<file path="src/rtl/da_fir_ctrl.sv">
// Bit-serial distributed-arithmetic FIR sequencer: sample delay line, MSB-first bit-plane
// ROM addressing, and shift-and-add accumulation of the ROM partial sums.
module da_fir_ctrl #(
    parameter int TAPS      = 7,
    parameter int DATA_W    = 8,
    parameter int OPSIZE    = 12,
    parameter int ADDR_SIZE = 8,
    parameter int ACC_W     = OPSIZE + DATA_W
) (
    input  logic                 i_clk,
    input  logic                 i_rst,
    input  logic                 i_valid,
    input  logic [DATA_W-1:0]    i_sample,
    output logic                 o_ready,
    output logic                 o_rom_oe,
    output logic [ADDR_SIZE-1:0] o_rom_addr,
    input  logic [OPSIZE-1:0]    i_rom_data,
    output logic                 o_valid,
    output logic [ACC_W-1:0]     o_result,
    output logic                 o_busy
);
    localparam int KW = (DATA_W > 1) ? $clog2(DATA_W) : 1;
    localparam logic [KW-1:0] K_MSB = KW'(DATA_W - 1);

    typedef enum logic [1:0] {IDLE, RUN, DONE} state_t;

    state_t                        state_q, state_d;
    logic [TAPS-1:0][DATA_W-1:0]   taps_q, taps_d;
    logic [KW-1:0]                 k_q, k_d;
    logic [ACC_W-1:0]              acc_q, acc_d;
    logic [ACC_W-1:0]              rom_sx;
    logic                          ready_q, ready_d;
    logic                          oe_q, oe_d;
    logic [ADDR_SIZE-1:0]          addr_q, addr_d;
    logic                          valid_q, valid_d;
    logic [ACC_W-1:0]              result_q, result_d;
    logic                          busy_q, busy_d;

    assign rom_sx = {{(ACC_W-OPSIZE){i_rom_data[OPSIZE-1]}}, i_rom_data};

    always_comb begin
        state_d  = state_q;
        taps_d   = taps_q;
        k_d      = k_q;
        acc_d    = acc_q;
        result_d = result_q;
        valid_d  = 1'b0;
        case (state_q)
            IDLE: begin
                if (i_valid && ready_q) begin
                    taps_d[0] = i_sample;
                    for (int t = 1; t < TAPS; t++) taps_d[t] = taps_q[t-1];
                    k_d     = K_MSB;
                    state_d = RUN;
                end
            end
            RUN: begin
                // The sign bit-plane carries negative weight in two's complement.
                if (k_q == K_MSB) acc_d = -rom_sx;
                else              acc_d = {acc_q[ACC_W-2:0], 1'b0} + rom_sx;
                if (k_q == '0) begin
                    state_d  = DONE;
                    valid_d  = 1'b1;
                    result_d = acc_d;
                end else begin
                    k_d = k_q - 1'b1;
                end
            end
            DONE:    state_d = IDLE;
            default: state_d = IDLE;
        endcase

        // Outputs are registered, so they are derived from the next state and next bit index.
        addr_d = '0;
        if (state_d == RUN) begin
            for (int t = 0; t < TAPS; t++) addr_d[t] = taps_d[t][k_d];
        end
        oe_d    = (state_d == RUN);
        ready_d = (state_d == IDLE);
        busy_d  = (state_d != IDLE);
    end

    always_ff @(posedge i_clk) begin
        if (i_rst) begin
            state_q  <= IDLE;
            taps_q   <= '0;
            k_q      <= '0;
            acc_q    <= '0;
            ready_q  <= 1'b0;
            oe_q     <= 1'b0;
            addr_q   <= '0;
            valid_q  <= 1'b0;
            result_q <= '0;
            busy_q   <= 1'b0;
        end else begin
            state_q  <= state_d;
            taps_q   <= taps_d;
            k_q      <= k_d;
            acc_q    <= acc_d;
            ready_q  <= ready_d;
            oe_q     <= oe_d;
            addr_q   <= addr_d;
            valid_q  <= valid_d;
            result_q <= result_d;
            busy_q   <= busy_d;
        end
    end

    assign o_ready    = ready_q;
    assign o_rom_oe   = oe_q;
    assign o_rom_addr = addr_q;
    assign o_valid    = valid_q;
    assign o_result   = result_q;
    assign o_busy     = busy_q;
endmodule
</file>
<file path="config.mk">
export PLATFORM = sky130hd
export DESIGN_NAME = da_fir_ctrl
export DESIGN_NICKNAME = d
export VERILOG_FILES = /design/src/rtl/da_fir_ctrl.sv
export SDC_FILE = /design/constraint.sdc
export NUM_CORES = 1
export LEC_CHECK = 0
export BUFFER_PORTS_ARGS = -buffer_cell sky130_fd_sc_hd__buf_2
export CORE_UTILIZATION = 45
export DETAILED_ROUTE_END_ITERATION = 12
export GPL_ROUTABILITY_DRIVEN = 0
export PLACE_DENSITY = 0.64
export SLEW_MARGIN = 10
export SYNTH_ARGS = -nofsm -noshare
export SYNTH_HDL_FRONTEND = slang
export SYNTH_SLANG_ARGS = --single-unit
</file>
<file path="constraint.sdc">
create_clock -name i_clk -period 3.15 [get_ports i_clk]
set_input_delay 0.315 -clock i_clk [delete_from_list [all_inputs] [get_ports i_clk]]
set_output_delay 0.315 -clock i_clk [all_outputs]
set_load 0.02 [all_outputs]
</file>
# Word-level counts from Yosys, hierarchy flattened
# Cells that the tools add are included.
dict set report classes {
  bitwise 2
  n_reduce_logical 8
  n_mux 24
  addsub 3
  n_lt_le_gt_ge 1
  n_eq_ne 3
}
# operator n
set ops {}
lappend ops {{$mux 56} 2}
lappend ops {{$bmux 1 s3} 7}
lappend ops {{$add 20x20->20} 1}
lappend ops {{$mux 20} 1}
lappend ops {{$neg 20->20} 1}
lappend ops {{$mux 1} 8}
lappend ops {{$mux 3} 2}
lappend ops {{$pmux 3 s2} 1}
lappend ops {{$eq 2x1->1 const B} 2}
lappend ops {{$logic_not 2->1} 2}
lappend ops {{$lt 3x4->1 const B} 1}
lappend ops {{$mux 2} 2}
lappend ops {{$pmux 2 s2} 1}
lappend ops {{$reduce_or 2->1} 2}
lappend ops {{$eq 3x3->1 const B} 1}
lappend ops {{$logic_not 3->1} 1}
lappend ops {{$sub 3x1->3 const B} 1}
lappend ops {{$not 1->1} 2}
lappend ops {{$reduce_and 2->1} 1}
lappend ops {{$reduce_bool 2->1} 1}
lappend ops {{$logic_and 1x1->1} 1}
dict set report totals {
  in_bits 23
  output_inout_bits 32
  register_bits 112
}

# Longest topological paths before layout
dict set report depth {
  ltp_word 6
  mapped_depth 11
}

# Least setup slack after synthesis
# Ideal clock, no wire load.
dict set report synth_path {
  kind {reg-to-reg}
  startpoint {register k_q[0]}
  endpoint {register addr_q[5], in the netlist o_rom_addr[5]}
  path_buffers 3
  slack_ns 0.935
  stages_incl_launch_ff 12
  required_time_ns 3.015
  arrival_ns 2.080
  setup_ns 0.135
  path_cell_list {dfxtp_1 -> buf_2 -> inv_1 -> ha_1 -> nor2b_1 -> buf_2 -> nor3_2 -> nor2_4 -> buf_6 -> o221a_2 -> a211oi_1 -> a311oi_1}
}
dict set report synth_between {
  elab_chain_len 6
}
# item line
set synth_rtl {}
lappend synth_rtl {{from (decl)} 29} ;# logic [KW-1:0] k_q, k_d;
lappend synth_rtl {{from (signal assigned)} 98} ;# k_q <= k_d;
lappend synth_rtl {{branches (longest 6 deep; another with $sub 3x1->3)} --}
lappend synth_rtl {{to (signal assigned)} 102} ;# addr_q <= addr_d;
lappend synth_rtl {{to (decl)} 34} ;# logic [ADDR_SIZE-1:0] addr_q, addr_d;
# Parallel ways; which one is timed is not known. The select of a mux whose other input is x is not followed.
# A chain may end at the register's enable or synchronous reset.

# Final worst setup path
dict set report layout_path {
  startpoint {register k_q[1]}
  endpoint {register result_q[19], in the netlist o_result[19]}
}
dict set report layout_between {
  elab_chain_len 2
}
# item line
set layout_rtl {}
lappend layout_rtl {{$eq 3x3->1 / $logic_not 3->1 (equally long branches)} {59, 61}}
lappend layout_rtl {{$mux 20 / $reduce_and 2->1 (equally long branches)} --}
lappend layout_rtl {{to (signal assigned)} 104} ;# result_q <= result_d;
lappend layout_rtl {{to (decl)} 36} ;# logic [ACC_W-1:0] result_q, result_d;
# Parallel ways exist; a longest one is shown, timed or not.

==> impl_metrics.toml <==
[run_status]
status = "finished clean"

[timing]
finalHoldViolCount = 0
rsz0062_at_grt = "no"
fin_worst_skew_ns = 0.00791
finalCriticalPeriod_ns = 2.74
timing.final.ws_setup_ns = 0.410
fin_setup_tns_ns = 0
tightest_slew_ns = 0.977
setup_viol = 0
fmax_mhz = 365
report.final.slew_viol_count = 0
period_share_pct = 87.0
slew_headroom_pct = 34.9

[clock_network]
cts-resized-gates = 0
htree_num_levels = 3
cts.path.max_buffers = 2
cts_made_buffers = 9
clk_latency_ns = 0.36
clk_pin_slew_ns = 0.07
tritoncts = "yes"
cts.sinks = 111
ctsHoldBuffers = 0
post_cts_buffers = 0
clock-root-buffer = "clkbuf_16"

[worst_setup_path]
reg2reg_slack_ns = 0.41
start_kind = "register"
worstPathMaxFanout = 19
r2r_cells = 6
r2r-end = "o_result[19]"
cp-end-kind = "register"
crit_arrival_ns = 3.00
worstSetupPathType = "register to register"
worst_ep_required_time_ns = 3.41
timing.rr.start = "k_q[1]"

[power]
swShare_pct = 31.4
power_w = 0.00363
p_leak_nw = 2.67
cellInternalPower_w = 0.00249
seqPwrFrac_pct = 41.8
p_sw_w = 0.00114
combPwrFrac_pct = 23.2
clockPowerShare_pct = 35.0
power.density_nw_per_um2 = 524
irDropWorstVdd_uv = 298

[placement]
post-place-ws_ns = 0.483
dp_hpwl_um = 12200
place_inst = 983
portBuffers = 53

[synth]
syn-mean-instance-area_um2 = 7.87
synth.distinct_cells = 84
synthTopCellsByArea = "dfxtp_1 (35%), nand2_1 (8.3%), a21oi_1 (7.6%)"
syn_nets = 844
synth_top_area_share_pct = 35.4
netlist_instances = 798
synthesis.area_um2 = 6280
synth-seq-area-share_pct = 35.4
yosysWarnings = 0
ys.flop_type = "dfxtp_1"
yosys.area.top_type = "dfxtp_1"
synth_edf_count = 0
ys_ff_latch = 111
ys_async_sr_fraction_pct = 0

[job]
cap_violations = 0

[layout]
drive_gt1_share_pct = 14.0
syn2layout_area_growth_pct = 10.4
stdcell_count = 999
final_core_util_pct = 51.7
fillers = 1327
nNetsFinal = 864
diodes = 0

[global_routing]
grt_start_max_net_pins = 92
grt_pass1_vias = 5454
grt_pass1_wl_um = 28300
grt_antenna_before_repair = 0
grt_overflow_total = 0
grt_usage_pct = 24.7

[floorplanning]
fp.dieH_um = 120
ios = 55
start_util_pct = 46.9
core_area_um2 = 13400
fp.dieW_um = 120
rows = 42
die_area_um2 = 14400

[routing]
via_count = 5985
viasPerCell = 5.99
dr.pass1.iters = 6
routed.top_layer = "met4"
met2_length_um = 7590
antenna_left = 0
wl_met1_um = 8490
wl_per_cell_um = 17.4
drt-total-wl_um = 17400
route.met3.wl_um = 1050
drc = 0
drtIter0Drc = 522

[worst_hold_path]
worstHoldEndpoint = "taps_q[0]"
hp-class = "input pin to register"
min_from = "i_sample[0]"
min_path_cells = 3
stage by stage:
stage / area, um^2 / hold WS, ns
CTS: 6930 / 0.175
global route: 6930 / 0.205
finish: 6930 / 0.183
global placement: 6600 / 0.444
floorplan: 6280 / 0.433
detailed placement: 6600 / 0.455
final cells by class:
type | instances | area (um^2) | area share, %
Sequential cell | 111 | 2220 | 32.1
Tap cell | 176 | 220 | 3.18
Multi-Input combinational cell | 614 | 3730 | 53.8
Clock buffer | 10 | 239 | 3.45
Clock inverter | 6 | 90.1 | 1.30
Inverter | 14 | 52.6 | 0.758
Timing Repair Buffer | 68 | 378 | 5.45
cells in the final DEF, fill, tap and decap left out, types with 10 or more instances in the layout:
cell type,count
nand2_1,138
dfxtp_1,111
a21oi_1,95
nor2_1,62
buf_2,53
o21ai_0,45
mux2i_1,23
ha_1,22
nand3_1,19
a211oi_1,17
buf_4,15
inv_1,13
or3_1,11
xnor2_1,11
o22ai_1,10
worst max path at each step:
| stage | start | endpoint | depth (start not counted) | slack, ns |
|---|---|---|---|---|
| floorplan | k_q[0] | o_rom_addr[5] | 11 | 0.93 |
| global placement | i_rom_data[1] | o_result[19] | 10 | 0.62 |
| detailed placement | k_q[1] | o_result[19] | 6 | 0.48 |
| CTS | k_q[1] | o_result[19] | 6 | 0.47 |
| global route | k_q[1] | o_result[19] | 6 | 0.26 |
| finish | k_q[1] | o_result[19] | 6 | 0.41 |
sequential cells by signal, indices dropped and copies added (netlist names):
signal and count:
taps_q 56, o_result 20, acc_q 19, o_rom_addr 7, k_q 3, state_q 2, o_busy 1, o_ready 1
o_rom_oe 1, o_valid 1
routing by layer:
layer / track usage (%) / vias up
li1: - / 2929
met5: 0 / -
met2: 36.3 / 196
met4: 7.73 / 0
met1: 36.0 / 2840
met3: 4.61 / 20
synth_stat cells (all sizes together), types with 5 or more instances:
cell type  number
a2111oi         5
a211oi         18
a21o            8
a21oi          99
a222oi          5
a31oi           8
and3            9
buf            33
clkbuf         26
dfxtp         111
ha             22
inv            13
mux2i          23
nand2         139
nand3          20
nand4           9
nor2           65
nor3           11
o211ai          7
o21ai          51
o22ai          10
o31ai           6
or3            11
xnor2          11
power by group through the flow:
stage | sequential (W) | clock [W] | combinational (W)
3_5_place_dp | 0.00155 | 0 | 0.000824
4_1_cts | 0.00152 | 0.00130 | 0.000827
5_1_grt | 0.00152 | 0.00135 | 0.000924
6_report | 0.00152 | 0.00127 | 0.000840
3_3_place_gp | 0.00155 | 0 | 0.000804
2_1_floorplan | 0.00156 | 0 | 0.000613
cell families (layout without fill, tap and decap cells):
kind of cell,count (synthesis),after routing,share of synthesized area (%)
AOI/OAI and AO/OA,261,261,27.3
muxes,26,26,4.20
adders and majority gates,23,23,4.70
and+or+nand+nor,289,289,21.0
xor gates and xnor gates,14,14,1.95
DFF,111,111,35.4
other,1,1,0.0597
buffers and inverters,73,98,5.36
worst max-delay path, stage by stage (launching register included):
cell and delay (ns):
dfxtp_1 0.36, inv_1 0.22, ha_1 0.23, nor2b_1 0.56, nand2_1 0.60, and3_1 0.39, a311o_1 0.26
Power figures use the tool's default switching activity.
